File: config.mk
export PLATFORM = sky130hd
export DESIGN_NAME = design76_result_collector
export DESIGN_NICKNAME = d
export VERILOG_FILES = /design/src/rtl/design76_pkg.sv /design/src/rtl/d76_sync_fifo.sv /design/src/rtl/design76_result_collector.sv
export SDC_FILE = /design/constraint.sdc
export NUM_CORES = 1
export LEC_CHECK = 0
export ABC_AREA = 0
export BUFFER_PORTS_ARGS = -buffer_cell sky130_fd_sc_hd__buf_4
export CAP_MARGIN = 20
export CORE_MARGIN = 2
export CORE_UTILIZATION = 45
export DETAILED_ROUTE_END_ITERATION = 7
export GPL_ROUTABILITY_DRIVEN = 0
export GPL_TIMING_DRIVEN = 0
export PLACE_DENSITY = 0.68
export SLEW_MARGIN = 15
export SYNTH_ARGS = -nofsm -noshare
export SYNTH_HDL_FRONTEND = slang
export SYNTH_SLANG_ARGS = --single-unit
File: constraint.sdc
create_clock -name clk -period 1.93 [get_ports clk]
set_input_delay 0.0965 -clock clk [delete_from_list [all_inputs] [get_ports clk]]
set_output_delay 0.0965 -clock clk [all_outputs]
set_load 0.01 [all_outputs]
File: src/rtl/design76_pkg.sv
// Shared definitions for the design76 capture path: result vector layout,
// MISR feedback taps and the collector state encoding.
package design76_pkg;

    // Width of the packed design76 result vector.
    localparam int WIDTH_D76 = 8;

    // Bit positions of each design76 output inside the packed vector.
    // Packed order is {n77,n68,n65,n56,n48,n42,n9,n6}.
    localparam int N6_BIT  = 0;
    localparam int N9_BIT  = 1;
    localparam int N42_BIT = 2;
    localparam int N48_BIT = 3;
    localparam int N56_BIT = 4;
    localparam int N65_BIT = 5;
    localparam int N68_BIT = 6;
    localparam int N77_BIT = 7;

    // Feedback tap mask of the signature register.
    localparam logic [WIDTH_D76-1:0] MISR_POLY_D76 = 8'hB8;

    // Collector run-control states.
    typedef enum logic [1:0] {
        IDLE  = 2'd0,
        RUN   = 2'd1,
        DRAIN = 2'd2,
        DONE  = 2'd3
    } collector_state_t;

endpackage : design76_pkg

File: src/rtl/d76_sync_fifo.sv
// Small synchronous FIFO used as the collector's output buffer.
// Pointers carry one extra wrap bit so full and empty are told apart
// without a separate occupancy counter. The head is presented
// combinationally and forced to zero while the FIFO is empty.
module d76_sync_fifo #(
    parameter int WIDTH = 8,
    parameter int DEPTH = 4
) (
    input  logic             clk,
    input  logic             rst_n,
    input  logic             push,
    input  logic             pop,
    input  logic [WIDTH-1:0] din,
    output logic [WIDTH-1:0] dout,
    output logic             full,
    output logic             empty
);

    localparam int AW = (DEPTH > 1) ? $clog2(DEPTH) : 1;
    localparam logic [AW:0] PTR_ONE = {{AW{1'b0}}, 1'b1};

    logic [AW:0]      wr_ptr;
    logic [AW:0]      rd_ptr;
    logic [WIDTH-1:0] mem [DEPTH];
    logic             do_push;
    logic             do_pop;

    // Equal pointers mean empty; equal index with opposite wrap bit means full.
    assign empty = (wr_ptr == rd_ptr);
    assign full  = (wr_ptr[AW] != rd_ptr[AW]) &&
                   (wr_ptr[AW-1:0] == rd_ptr[AW-1:0]);

    // Overflow and underflow requests are dropped rather than corrupting state.
    assign do_push = push && !full;
    assign do_pop  = pop && !empty;

    // Head of the queue, or zero when there is nothing to show.
    assign dout = empty ? '0 : mem[rd_ptr[AW-1:0]];

    // Pointer advance; push and pop in one cycle move both and keep occupancy.
    always_ff @(posedge clk or negedge rst_n) begin
        if (!rst_n) begin
            wr_ptr <= '0;
            rd_ptr <= '0;
        end else begin
            if (do_push) begin
                wr_ptr <= wr_ptr + PTR_ONE;
            end
            if (do_pop) begin
                rd_ptr <= rd_ptr + PTR_ONE;
            end
        end
    end

    // Storage write; contents need no reset because dout is gated by empty.
    always_ff @(posedge clk) begin
        if (do_push) begin
            mem[wr_ptr[AW-1:0]] <= din;
        end
    end

endmodule : d76_sync_fifo

File: src/rtl/design76_result_collector.sv
// Capture stage behind the design76 combinational block. Accepted result
// vectors are buffered for the response sink and folded into an MISR
// signature together with a saturating sample count, so a run can be
// compared against a golden signature.
//
// Handshake: a transfer happens on a rising edge where valid and ready are
// both high. in_ready depends only on registered state (RUN and FIFO not
// full), never on in_valid, so no combinational path runs from in_valid to
// in_ready. The upstream keeps in_data stable while in_valid is high and
// in_ready is low. out_valid is high whenever the FIFO holds data; the head
// leaves on any edge where out_ready is also high, in every state.
module design76_result_collector
    import design76_pkg::*;
#(
    parameter int                 WIDTH     = WIDTH_D76,
    parameter int                 DEPTH     = 4,
    parameter int                 CNT_W     = 16,
    parameter logic [WIDTH-1:0]   MISR_POLY = MISR_POLY_D76
) (
    input  logic             clk,
    input  logic             rst_n,
    input  logic             start,
    input  logic             stop,
    input  logic             in_valid,
    output logic             in_ready,
    input  logic [WIDTH-1:0] in_data,
    output logic             out_valid,
    input  logic             out_ready,
    output logic [WIDTH-1:0] out_data,
    output logic [WIDTH-1:0] signature,
    output logic [CNT_W-1:0] sample_cnt,
    output logic             busy,
    output logic             done
);

    localparam logic [CNT_W-1:0] CNT_MAX = '1;
    localparam logic [CNT_W-1:0] CNT_ONE = {{(CNT_W-1){1'b0}}, 1'b1};

    collector_state_t state;

    logic fifo_full;
    logic fifo_empty;
    logic accept;
    logic pop_fire;
    logic run_start;
    logic misr_fb;

    // Accept only while running and while there is room; no bypass path.
    assign in_ready  = (state == RUN) && !fifo_full;
    assign accept    = in_valid && in_ready;
    assign out_valid = !fifo_empty;
    assign pop_fire  = out_valid && out_ready;

    // A start pulse only begins a run from IDLE or DONE.
    assign run_start = start && ((state == IDLE) || (state == DONE));

    // MISR feedback bit: parity of the tapped signature bits.
    assign misr_fb = ^(signature & MISR_POLY);

    // Status decodes of the registered state.
    assign busy = (state == RUN) || (state == DRAIN);
    assign done = (state == DONE);

    d76_sync_fifo #(
        .WIDTH (WIDTH),
        .DEPTH (DEPTH)
    ) u_fifo (
        .clk   (clk),
        .rst_n (rst_n),
        .push  (accept),
        .pop   (pop_fire),
        .din   (in_data),
        .dout  (out_data),
        .full  (fifo_full),
        .empty (fifo_empty)
    );

    // Run control: stop beats start in RUN; DRAIN waits for an empty FIFO,
    // so even an already-empty FIFO spends one cycle in DRAIN.
    always_ff @(posedge clk or negedge rst_n) begin
        if (!rst_n) begin
            state <= IDLE;
        end else begin
            case (state)
                IDLE: begin
                    if (start) begin
                        state <= RUN;
                    end
                end
                RUN: begin
                    if (stop) begin
                        state <= DRAIN;
                    end
                end
                DRAIN: begin
                    if (fifo_empty) begin
                        state <= DONE;
                    end
                end
                DONE: begin
                    if (start) begin
                        state <= RUN;
                    end
                end
                default: begin
                    state <= IDLE;
                end
            endcase
        end
    end

    // Signature and sample count: cleared when a run begins, updated on accept,
    // held otherwise. Accepts only occur in RUN, so they never meet a clear.
    always_ff @(posedge clk or negedge rst_n) begin
        if (!rst_n) begin
            signature  <= '0;
            sample_cnt <= '0;
        end else if (run_start) begin
            signature  <= '0;
            sample_cnt <= '0;
        end else if (accept) begin
            signature <= {signature[WIDTH-2:0], misr_fb} ^ in_data;
            if (sample_cnt != CNT_MAX) begin
                sample_cnt <= sample_cnt + CNT_ONE;
            end
        end
    end

endmodule : design76_result_collector

==> summary.md <==
| Metric | Value |
|---|---|
| FFs w/ async S/R, synth | `0.500` |
| DP HPWL | `4250 µm` |
| Clock Skew | `0.00664 ns` |
| Antenna-violating nets left | `0` |
| Worst setup path startpoint | `sample_cnt[12]$_DFFE_PN0P_` |
| Period utilization | `0.977` |
| Initial antenna violation count | `0` |
| Int Power | `3650 µW` |
| Crit path kind | `reg2reg` |
| Post-Syn Instances | `237` |
| Ports | `50` |
| Syn Nets | `260` |
| Least-Margin Pin Slew | `0.448 ns` |
| Root Buffer | `clkbuf_8` |
| Hold Vio Cnt, Final | `0` |
| HP Class | `in2reg` |
| Final setup fails | `0` |
| Setup TNS | `0 ns` |
| Seq. cell area | `1760 µm²` |
| First-pass GRT wire length | `roughly 10000 µm` |
| Switch Pwr | `1910 µW` |
| PD cells | `1380 nW/µm²` |
| Worst Setup End Kind | `flip-flop` |
| Critical path's slowest cell | `nor4_4` |
| GRT Util Overall | `0.175` |
| Max_slew headroom | `0.699` |
| Synth area leaders | `edfxtp_1, dfrtp_1, mux4_1` |
| Inserted Diodes | `0` |
| Slew Limit Fails | `0` |
| DIE HEIGHT | `about 87 µm` |
| R2R Path Start | `sample_cnt[12]$_DFFE_PN0P_` |
| Die X | `86.7 µm` |
| Yosys top cell area share | `0.312` |
| P_leak | `0.00165 µW` |
| H-tree depth | `3` |
| CTS buffer count | `9` |
| Share of power burned in registers | `0.344` |
| Worst IR Drop VDD | `0.722 mV` |
| Netlist cell types | `36` |
| Die Area | `7520 µm²` |
| Max-cap viol count | `0` |
| CP startpoint kind | `flip-flop` |
| # rows | `30` |
| CP Max Fanout | `9` |
| DR iter-0 viols | `65` |
| Switching Share | `0.344` |
| Total power | `approximately 5600 µW` |
| Area delta synth->final | `30.4%` |
| Port bufs | `a little under 50` |
| Hold path start | `out_ready` |
| Synth Flop Type | `edfxtp_1` |
| Vias in the first global route | `just over 2000` |
| Largest stage delay on the critical path | `around 0.50 ns` |
| Hold Slack | `roughly 0.076 ns` |
| Maximum clock path buffer count | `2` |
| Ratio of cells with drive above 1 in the final layout | `0.322` |
| Residual DRC | `0` |
| Sink Count | `64` |
| Clock share of power | `0.220` |
| Wire length per cell | `15.7 µm` |
| Post-synth EDFFs | `32` |
| Footprint of the multi-input gates | `1340 µm²` |
| Placeable Area | `6720 µm²` |
| CP Data Arrival Time | `2.11 ns` |
| Sequential element share of the synthesized area | `0.572` |
| RSZ-0062 raised after global routing | `true` |
| YS warnings | `0` |
| Pin count of the biggest net entering global routing | `33` |
| Worst-path clk slew | `roughly 0.070 ns` |
| Via Count | `2090` |
| Clock latency on the worst-skew pair | `0.34 ns` |
| Comb power frac | `0.436` |
| Total iterations of the first detailed-routing run | `4` |
| Filler Cell Count | `549` |
| Most common cell after layout, fill and taps aside | `buf_4` |
| # nets final | `between 300 and 400` |
| CTS tree | `yes` |
| Vias per cell | `5.26` |
| Worst path required time | `2.15 ns` |
| Total global routing overflow | `0` |
| Post-Syn Area | `roughly 3100 µm²` |
| Fmax | `about 530 MHz` |
| Starting Density | `0.458` |
| Post-synthesis register bit count | `64` |
| Commonest non-fill, non-tap cells in the layout | `buf_4, edfxtp_1, dfrtp_1` |
| Area leader, netlist | `edfxtp_1` |
| Final wirelength | `6230 µm` |
| Minimum clock period | `around 1.9 ns` |
| Status | `finished, final reports clean` |
| Crit-path cells | `nand3_1 > nor4_4 > a211oi_4 > buf_6 > buf_4 > a41o_1` |
| Mean post-synth cell area | `~13 µm²` |
-- kinds of logic (layout without fill, tap and decap cells) --
group | after synthesis | in the layout | share of synthesized area
xor gates and xnor gates | 25 | 25 | 0.0735
adders and majority gates | 9 | 9 | 0.0366
buffers and inverters | 15 | 95 | 0.0256
muxes | 11 | 11 | 0.0784
and+or+nand+nor | 81 | 81 | 0.137
AOI/OAI and AO/OA | 32 | 32 | 0.0772
DFF | 64 | 64 | 0.572
-- cell usage after synthesis (7+ instances only) --
cell type  instances
nand2_1           18
dfrtp_1           32
and2_1            13
nor2_1            25
xnor2_1           22
a211oi_1           8
edfxtp_1          32
a21oi_1            7
mux4_1             8
ha_1               9
-- layer usage --
metal  routed length, µm  part of all wire  track usage
met5                   0                 0            0
met4                 109             0.018       0.0938
met3                 287             0.046       0.0352
met2                3060              0.49        0.277
met1                2780              0.45        0.227
-- stage by stage --
| stage | utilization | worst slack (ns) | instances | cell area (µm²) |
|---|---|---|---|---|
| after floorplan | - | 0.0297 | 237 | 3080 |
| after global placement | 0.528 | -0.396 | 366 | 3550 |
| after detailed placement | 0.528 | -0.425 | 366 | 3550 |
| after CTS | 0.580 | -0.0620 | 391 | 3900 |
| after global routing | 0.598 | -0.0376 | 397 | 4020 |
| final | 0.598 | 0.0453 | 397 | 4020 |
-- state kept, by name, summed over array words and instances (netlist names) --
register       cells
signature          8
state              2
u_fifo.rd_ptr      3
u_fifo.mem        32
sample_cnt        16
u_fifo.wr_ptr      3
-- power groups by stage --
| stage | Clock (µW) | Combinational [µW] | Sequential (µW) |
|---|---|---|---|
| after global placement | 0 | 2160 | 1900 |
| after global routing | 1290 | 2660 | 1940 |
| final | 1220 | 2430 | 1910 |
| after floorplan | 0 | 1400 | 1900 |
| after detailed placement | 0 | 2200 | 1910 |
| after CTS | 1240 | 2340 | 1900 |
-- critical path, delay by kind of cell (launching register included) --
| family | cells | cell delay, ns |
|---|---|---|
| buf+inv | 2 | 0.28 |
| compound gates | 2 | 0.32 |
| flops | 1 | 0.48 |
| simple gates | 2 | 0.68 |
-- area by class of cell --
class / count / share of cell area
clock inverters: 7 / 0.0215
clock buffers: 9 / 0.0308
well taps: 80 / 0.0249
multi-input cells: 158 / 0.334
flip-flops and latches: 64 / 0.439
repair buffers: 64 / 0.126
inverters: 6 / 0.00561
plain buffers: 9 / 0.0184
-- path summary, 6_finish.rpt --
kind / to / slack (ns) / cells past startpoint
max: sample_cnt[13]$_DFFE_PN0P_ / 0.05 / 6
min: u_fifo.rd_ptr[0]$_DFFE_PN0P_ / 0.08 / 3
max reg2reg: sample_cnt[13]$_DFFE_PN0P_ / 0.05 / 6
min reg2reg: u_fifo.wr_ptr[2]$_DFFE_PN0P_ / 0.52 / 1
max in group asynchronous: sample_cnt[4]$_DFFE_PN0P_ / 1.37 / 2
min in group asynchronous: u_fifo.rd_ptr[0]$_DFFE_PN0P_ / 0.24 / 2
-- timing repair --
item | in CTS | in global routing
endpoints found under the hold margin | 64 | 0
cloned | 0 | 0
setup endpoints to repair | 46 | 56
pin swaps | 0 | 4
resized for setup | 13 | 24
buffers inserted | 0 | 6
hold buffers | 9 | 0
Note: power is estimated with default switching activity, not from simulation.
